--- src/rtl/nv_scan_chain_tx_if.sv ---
// Load and chain-side signal bundle for nv_scan_chain_tx.
// slave = the transmitter, master = the config front end / chain model driving it.
interface nv_scan_chain_tx_if #(
  parameter int DW   = 32,
  parameter int CNTW = 6
);
  logic            load_pvld;
  logic            load_prdy;
  logic [DW-1:0]   load_pd;
  logic [CNTW-1:0] load_len;
  logic            chain_rdy;
  logic            chain_se;
  logic            chain_so;
  logic            chain_last;
  logic            busy;
  logic            done;

  modport slave (
    input  load_pvld, load_pd, load_len, chain_rdy,
    output load_prdy, chain_se, chain_so, chain_last, busy, done
  );

  modport master (
    output load_pvld, load_pd, load_len, chain_rdy,
    input  load_prdy, chain_se, chain_so, chain_last, busy, done
  );
endinterface

--- src/rtl/nv_scan_chain_tx.sv ---
// Parallel-to-serial scan/config chain transmitter: loads a word, shifts it out
// LSB-first one bit per accepted cycle, with downstream stall and zero-bubble reload.
//
//   state    | meaning
//   ST_IDLE  | no frame; load port ready
//   ST_SHIFT | frame in progress; chain_so carries r_sh[0]
module nv_scan_chain_tx #(
  parameter int DW   = 32,
  parameter int CNTW = 6
) (
  input  logic                   nvdla_core_clk,
  input  logic                   nvdla_core_rst,
  nv_scan_chain_tx_if.slave      io
);

  typedef enum logic {ST_IDLE, ST_SHIFT} state_t;

  localparam logic [CNTW-1:0] LP_DW  = CNTW'(DW);
  localparam logic [CNTW-1:0] LP_ONE = CNTW'(1);

  state_t          r_state;
  state_t          w_next_state;
  logic [DW-1:0]   r_sh;
  logic [CNTW-1:0] r_rem;
  logic            r_done;

  logic            w_shift;
  logic            w_bit_acc;
  logic            w_last_acc;
  logic            w_load_prdy;
  logic            w_load_acc;
  logic [CNTW-1:0] w_eff_len;

  assign w_shift    = (r_state == ST_SHIFT);
  assign w_bit_acc  = w_shift && io.chain_rdy;
  assign w_last_acc = w_bit_acc && (r_rem == LP_ONE);

  // Zero and oversize lengths both mean a full-width frame.
  assign w_eff_len = ((io.load_len == '0) || (io.load_len > LP_DW)) ? LP_DW : io.load_len;

  always_comb begin
    w_next_state = r_state;
    w_load_prdy  = 1'b0;
    case (r_state)
      ST_IDLE: begin
        w_load_prdy = 1'b1;
        if (io.load_pvld) w_next_state = ST_SHIFT;
      end
      ST_SHIFT: begin
        // Opening the load port on the final accepted bit keeps frames back-to-back.
        w_load_prdy = w_last_acc;
        if (w_last_acc && !io.load_pvld) w_next_state = ST_IDLE;
      end
      default: w_next_state = ST_IDLE;
    endcase
  end

  assign w_load_acc = io.load_pvld && w_load_prdy;

  always_ff @(posedge nvdla_core_clk) begin
    if (nvdla_core_rst) begin
      r_state <= ST_IDLE;
      r_sh    <= '0;
      r_rem   <= '0;
      r_done  <= 1'b0;
    end else begin
      r_state <= w_next_state;
      r_done  <= w_last_acc;
      if (w_load_acc) begin
        r_sh  <= io.load_pd;
        r_rem <= w_eff_len;
      end else if (w_bit_acc) begin
        r_sh  <= {1'b0, r_sh[DW-1:1]};
        r_rem <= r_rem - LP_ONE;
      end
    end
  end

  // Short frames leave unshifted bits in r_sh, so gate the data with the state.
  assign io.chain_se   = w_shift;
  assign io.chain_so   = w_shift && r_sh[0];
  assign io.chain_last = w_shift && (r_rem == LP_ONE);
  assign io.busy       = w_shift;
  assign io.done       = r_done;
  assign io.load_prdy  = w_load_prdy;

endmodule

--- src/flat_wrapper.sv ---
// flat-port wrapper written by rule: the top's interface ports become plain ports
module nv_scan_chain_tx_flat 
#(
  parameter int DW   = 32,
  parameter int CNTW = 6
)
  (nvdla_core_clk, nvdla_core_rst, io_load_pvld, io_load_pd, io_load_len, io_chain_rdy, io_load_prdy, io_chain_se, io_chain_so, io_chain_last, io_busy, io_done);
  nv_scan_chain_tx_if #(.DW(DW), .CNTW(CNTW)) io_i ();
  input  logic nvdla_core_clk;
  input  logic nvdla_core_rst;
  input wire logic [$bits(io_i.load_pvld)-1:0] io_load_pvld;
  input wire logic [$bits(io_i.load_pd)-1:0] io_load_pd;
  input wire logic [$bits(io_i.load_len)-1:0] io_load_len;
  input wire logic [$bits(io_i.chain_rdy)-1:0] io_chain_rdy;
  output wire logic [$bits(io_i.load_prdy)-1:0] io_load_prdy;
  output wire logic [$bits(io_i.chain_se)-1:0] io_chain_se;
  output wire logic [$bits(io_i.chain_so)-1:0] io_chain_so;
  output wire logic [$bits(io_i.chain_last)-1:0] io_chain_last;
  output wire logic [$bits(io_i.busy)-1:0] io_busy;
  output wire logic [$bits(io_i.done)-1:0] io_done;
  assign io_i.load_pvld = io_load_pvld;
  assign io_i.load_pd = io_load_pd;
  assign io_i.load_len = io_load_len;
  assign io_i.chain_rdy = io_chain_rdy;
  assign io_load_prdy = io_i.load_prdy;
  assign io_chain_se = io_i.chain_se;
  assign io_chain_so = io_i.chain_so;
  assign io_chain_last = io_i.chain_last;
  assign io_busy = io_i.busy;
  assign io_done = io_i.done;
  nv_scan_chain_tx #(.DW(DW), .CNTW(CNTW)) u_core (.nvdla_core_clk(nvdla_core_clk), .nvdla_core_rst(nvdla_core_rst), .io(io_i));
endmodule
--- config.mk ---
export PLATFORM = sky130hd
export DESIGN_NAME = nv_scan_chain_tx_flat
export DESIGN_NICKNAME = d
export VERILOG_FILES = /design/src/rtl/nv_scan_chain_tx_if.sv /design/src/rtl/nv_scan_chain_tx.sv /design/src/flat_wrapper.sv
export SDC_FILE = /design/constraint.sdc
export NUM_CORES = 1
export LEC_CHECK = 0
export CAP_MARGIN = 20
export CORE_UTILIZATION = 40
export CTS_CLUSTER_SIZE = 10
export DETAILED_ROUTE_END_ITERATION = 10
export HOLD_SLACK_MARGIN = 0.08
export PLACE_DENSITY = 0.71
export SLEW_MARGIN = 20
export SYNTH_ARGS = -nofsm -noshare
export SYNTH_HDL_FRONTEND = slang
export SYNTH_SLANG_ARGS = --single-unit
--- constraint.sdc ---
create_clock -name nvdla_core_clk -period 1.8 [get_ports nvdla_core_clk]
set_input_delay 0.36 -clock nvdla_core_clk [delete_from_list [all_inputs] [get_ports nvdla_core_clk]]
set_output_delay 0.36 -clock nvdla_core_clk [all_outputs]
set_load 0.05 [all_outputs]
==> metrics.md <==
| Metric | Value |
|---|---|
| Initial antenna violation count | `0` |
| Initial core utilization | `41.8%` |
| Post-synthesis sequential area ratio | `43.7%` |
| PD cells | `849 mW/mm2` |
| Clk_lat worst skew | `0.29 ns` |
| Critical path startpoint category | `register` |
| Layout cells sized above 1 | `14.4%` |
| Number of max-cap violations | `0` |
| Vias/cell | `5.23` |
| Clock sink count | `40` |
| Post-route clock period utilization | `98.2%` |
| First-pass GRT wire length | `6.99 mm` |
| Die width | `69.7 um` |
| Measured slew at the worst slew-check pin | `0.485 ns` |
| Hold crit path type | `register to register` |
| CP Cell Sequence | `nor3_4 > nand3b_1 > o21ai_2 > buf_12` |
| Critical-path top delay cell | `dfxtp_2` |
| Via Count | `between 1,500 and 2,000` |
| Crit path max-delay family | `flip-flops` |
| TritonCTS clock tree | `built` |
| Seq cells post-synth | `40` |
| Antenna diodes | `0` |
| Synth Warn # | `0` |
| Max stage delay on crit path | `roughly 0.36 ns` |
| CTS buffer count | `5` |
| Minimum clock period | `1.77 ns` |
| WL final | `4.28 mm` |
| Largest net degree at the start of global routing | `41` |
| IO buf count | `47` |
| Average size of a mapped cell | `7.86 um2` |
| Global-route usage over all layers | `between 15 and 20%` |
| RSZ-0062 raised after global routing | `true` |
| Die area | `0.00485 mm2` |
| Count of cell types in the netlist | `29` |
| Critical Path Fanout Max | `4` |
| Max Clock Freq | `0.566 GHz` |
| Clock Pin Slew Worst Setup and Hold Paths | `0.08 ns` |
| Drt wl/cell | `12.7 um` |
| Buffers from clock root to sink, at most | `2` |
| Status | `finished, final reports clean` |
| Hold violation total from the final report | `0` |
| Fin cells | `~340` |
| Final hold slack | `0.476 ns` |
| Critical path data required time | `1.44 ns` |
| Slew HR | `67.6%` |
| Root Driver | `clkbuf_8` |
| Mapped Cells | `233` |
| Placed cells | `326` |
| Net count after synthesis | `277` |
| Iter 0 DRT Violations | `78` |
| Main synth FF type | `dfxtp_1` |
| Num rows | `24` |
| Post-synth EDFFs | `0` |
| Final nets | `328` |
| Post-synth ARST share | `0%` |
| Vias in the first global route | `1,633` |
| Critical path data arrival time | `1.41 ns` |
| Ports | `48` |
| Die Height | `69.7 um` |
| CP endpoint kind | `output pin` |
| DRC viols | `0` |
| Pre-Repair DR Iteration Count | `4` |
| Core footprint | `~0.0044 mm2` |
| Max VDD drop | `0.613 mV` |
| Setup CP Type | `register to output pin` |
| # setup viols final | `0` |
| CP bufs+invs | `1` |
| H-tree levels | `2` |
| Layout Utilization | `59.4%` |
| Max Clock Skew | `about 0.0052 ns` |
| Grt ovf | `0` |
| GP Congestion | `0.794` |
| Synthesized cell area | `roughly 0.0018 mm2` |
| Post-route ant nets | `0` |
| Layout area overhead | `42.3%` |
| HPWL Detailed | `2.68 mm` |
| Final Max Slew Viols | `0` |
| Leakage | `0.963 nW` |
-- synthesized netlist by cell type (all sizes together), types with 2 or more instances --
master,instances,area (um2)
clkbuf,11,41.3
and2,2,12.5
nor3,2,15.0
or4,2,15.0
xnor2,3,26.3
a211oi,4,30.0
nor2,33,124
o21ai,2,10.0
ha,2,25.0
dfxtp,40,801
buf,9,57.6
a21oi,8,40.0
inv,6,22.5
a311oi,32,280
nand2,66,250
nand3,2,10.0
-- registers in the layout, indices dropped and copies added, names as in the netlist --
register        cells
u_core.r_rem        6
u_core.r_sh        32
u_core.io.done      1
u_core.io.busy      1
-- what timing repair did --
action,CTS,global route
pin swaps,0,4
cloned,0,1
buffers inserted,0,2
setup endpoints to repair,1,23
gates resized for setup,1,9
hold buffers,0,0
-- per-layer routing --
metal	global-route usage (%)	wire, um	vias to the layer above	share of wire [%]
met4	6.00	48	0	1.1
met3	3.78	228	4	5.3
met1	23.0	2160	803	51
li1	-	-	914	-
met2	28.6	1840	43	43
met5	0	0	-	0
-- worst reg2reg max path, delay by kind of cell, from the launching register on --
family / cells / cell delay, ns
buf+inv: 4 / 0.55
compound gates: 2 / 0.33
fa+ha+maj: 1 / 0.12
flops: 1 / 0.34
simple gates: 1 / 0.26
-- per-stage QoR --
stage / area, um2 / setup WS [ns] / TNS, ns / power, W
after global placement: 2420 / -0.0879 / -1.74 / 0.00146
after CTS: 2540 / 0.0294 / 0 / 0.00219
after detailed placement: 2420 / -0.137 / -3.19 / 0.00146
after global routing: 2610 / -0.0630 / -0.0927 / 0.00232
final: 2610 / 0.0319 / 0 / 0.00221
after floorplan: 1830 / -0.0227 / -0.0227 / 0.00127
-- cells in the final DEF, fill, tap and decap left out, types with 2 or more instances in the layout --
cell type,count
dfxtp_2,5
or4_1,2
nand2_1,65
a21oi_1,7
buf_12,4
inv_1,5
a211oi_1,4
clkbuf_8,5
buf_4,16
nand3_1,2
and2_1,2
dfxtp_1,35
clkdlybuf4s50_1,42
xnor2_1,3
nor2_1,33
a311oi_1,32
-- cell families (layout without fill, tap and decap cells) --
group / after synthesis / after routing / synth area share, %
XOR/XNOR: 4 / 4 / 1.91
flip-flops: 40 / 40 / 43.7
adder cells (fa/ha/maj): 2 / 2 / 1.37
AO/OA/AOI/OAI: 49 / 49 / 20.9
buffers and inverters: 26 / 78 / 6.63
AND/OR/NAND/NOR: 112 / 112 / 25.5
-- area by class of cell --
cell class | count | area (um2)
clock buffer | 5 | 68.8
clock inverter | 3 | 42.5
fill | 406 | 1780
inverter | 6 | 22.5
multi-input combinational | 167 | 943
sequential | 40 | 807
tap | 52 | 65.1
timing repair buffer | 64 | 657
-- path summary, 6_finish.rpt --
kind / from / to / slack (ns) / cells after the start
max: u_core.r_rem[3]$_SDFFE_PP0P_ / io_load_prdy / 0.03 / 4
min: u_core.r_sh[11]$_SDFFE_PP0P_ / u_core.r_sh[10]$_SDFFE_PP0P_ / 0.48 / 2
max reg2reg: u_core.r_rem[1]$_SDFFE_PP0P_ / u_core.r_sh[4]$_SDFFE_PP0P_ / 0.10 / 8
min reg2reg: u_core.r_sh[11]$_SDFFE_PP0P_ / u_core.r_sh[10]$_SDFFE_PP0P_ / 0.48 / 2
-- report_power, final --
part,internal (W),switching (W)
Clock,0.000410,0.000323
Combinational,0.000238,0.000217
Sequential,0.000969,0.0000545
(Power assumes the default switching activity.)
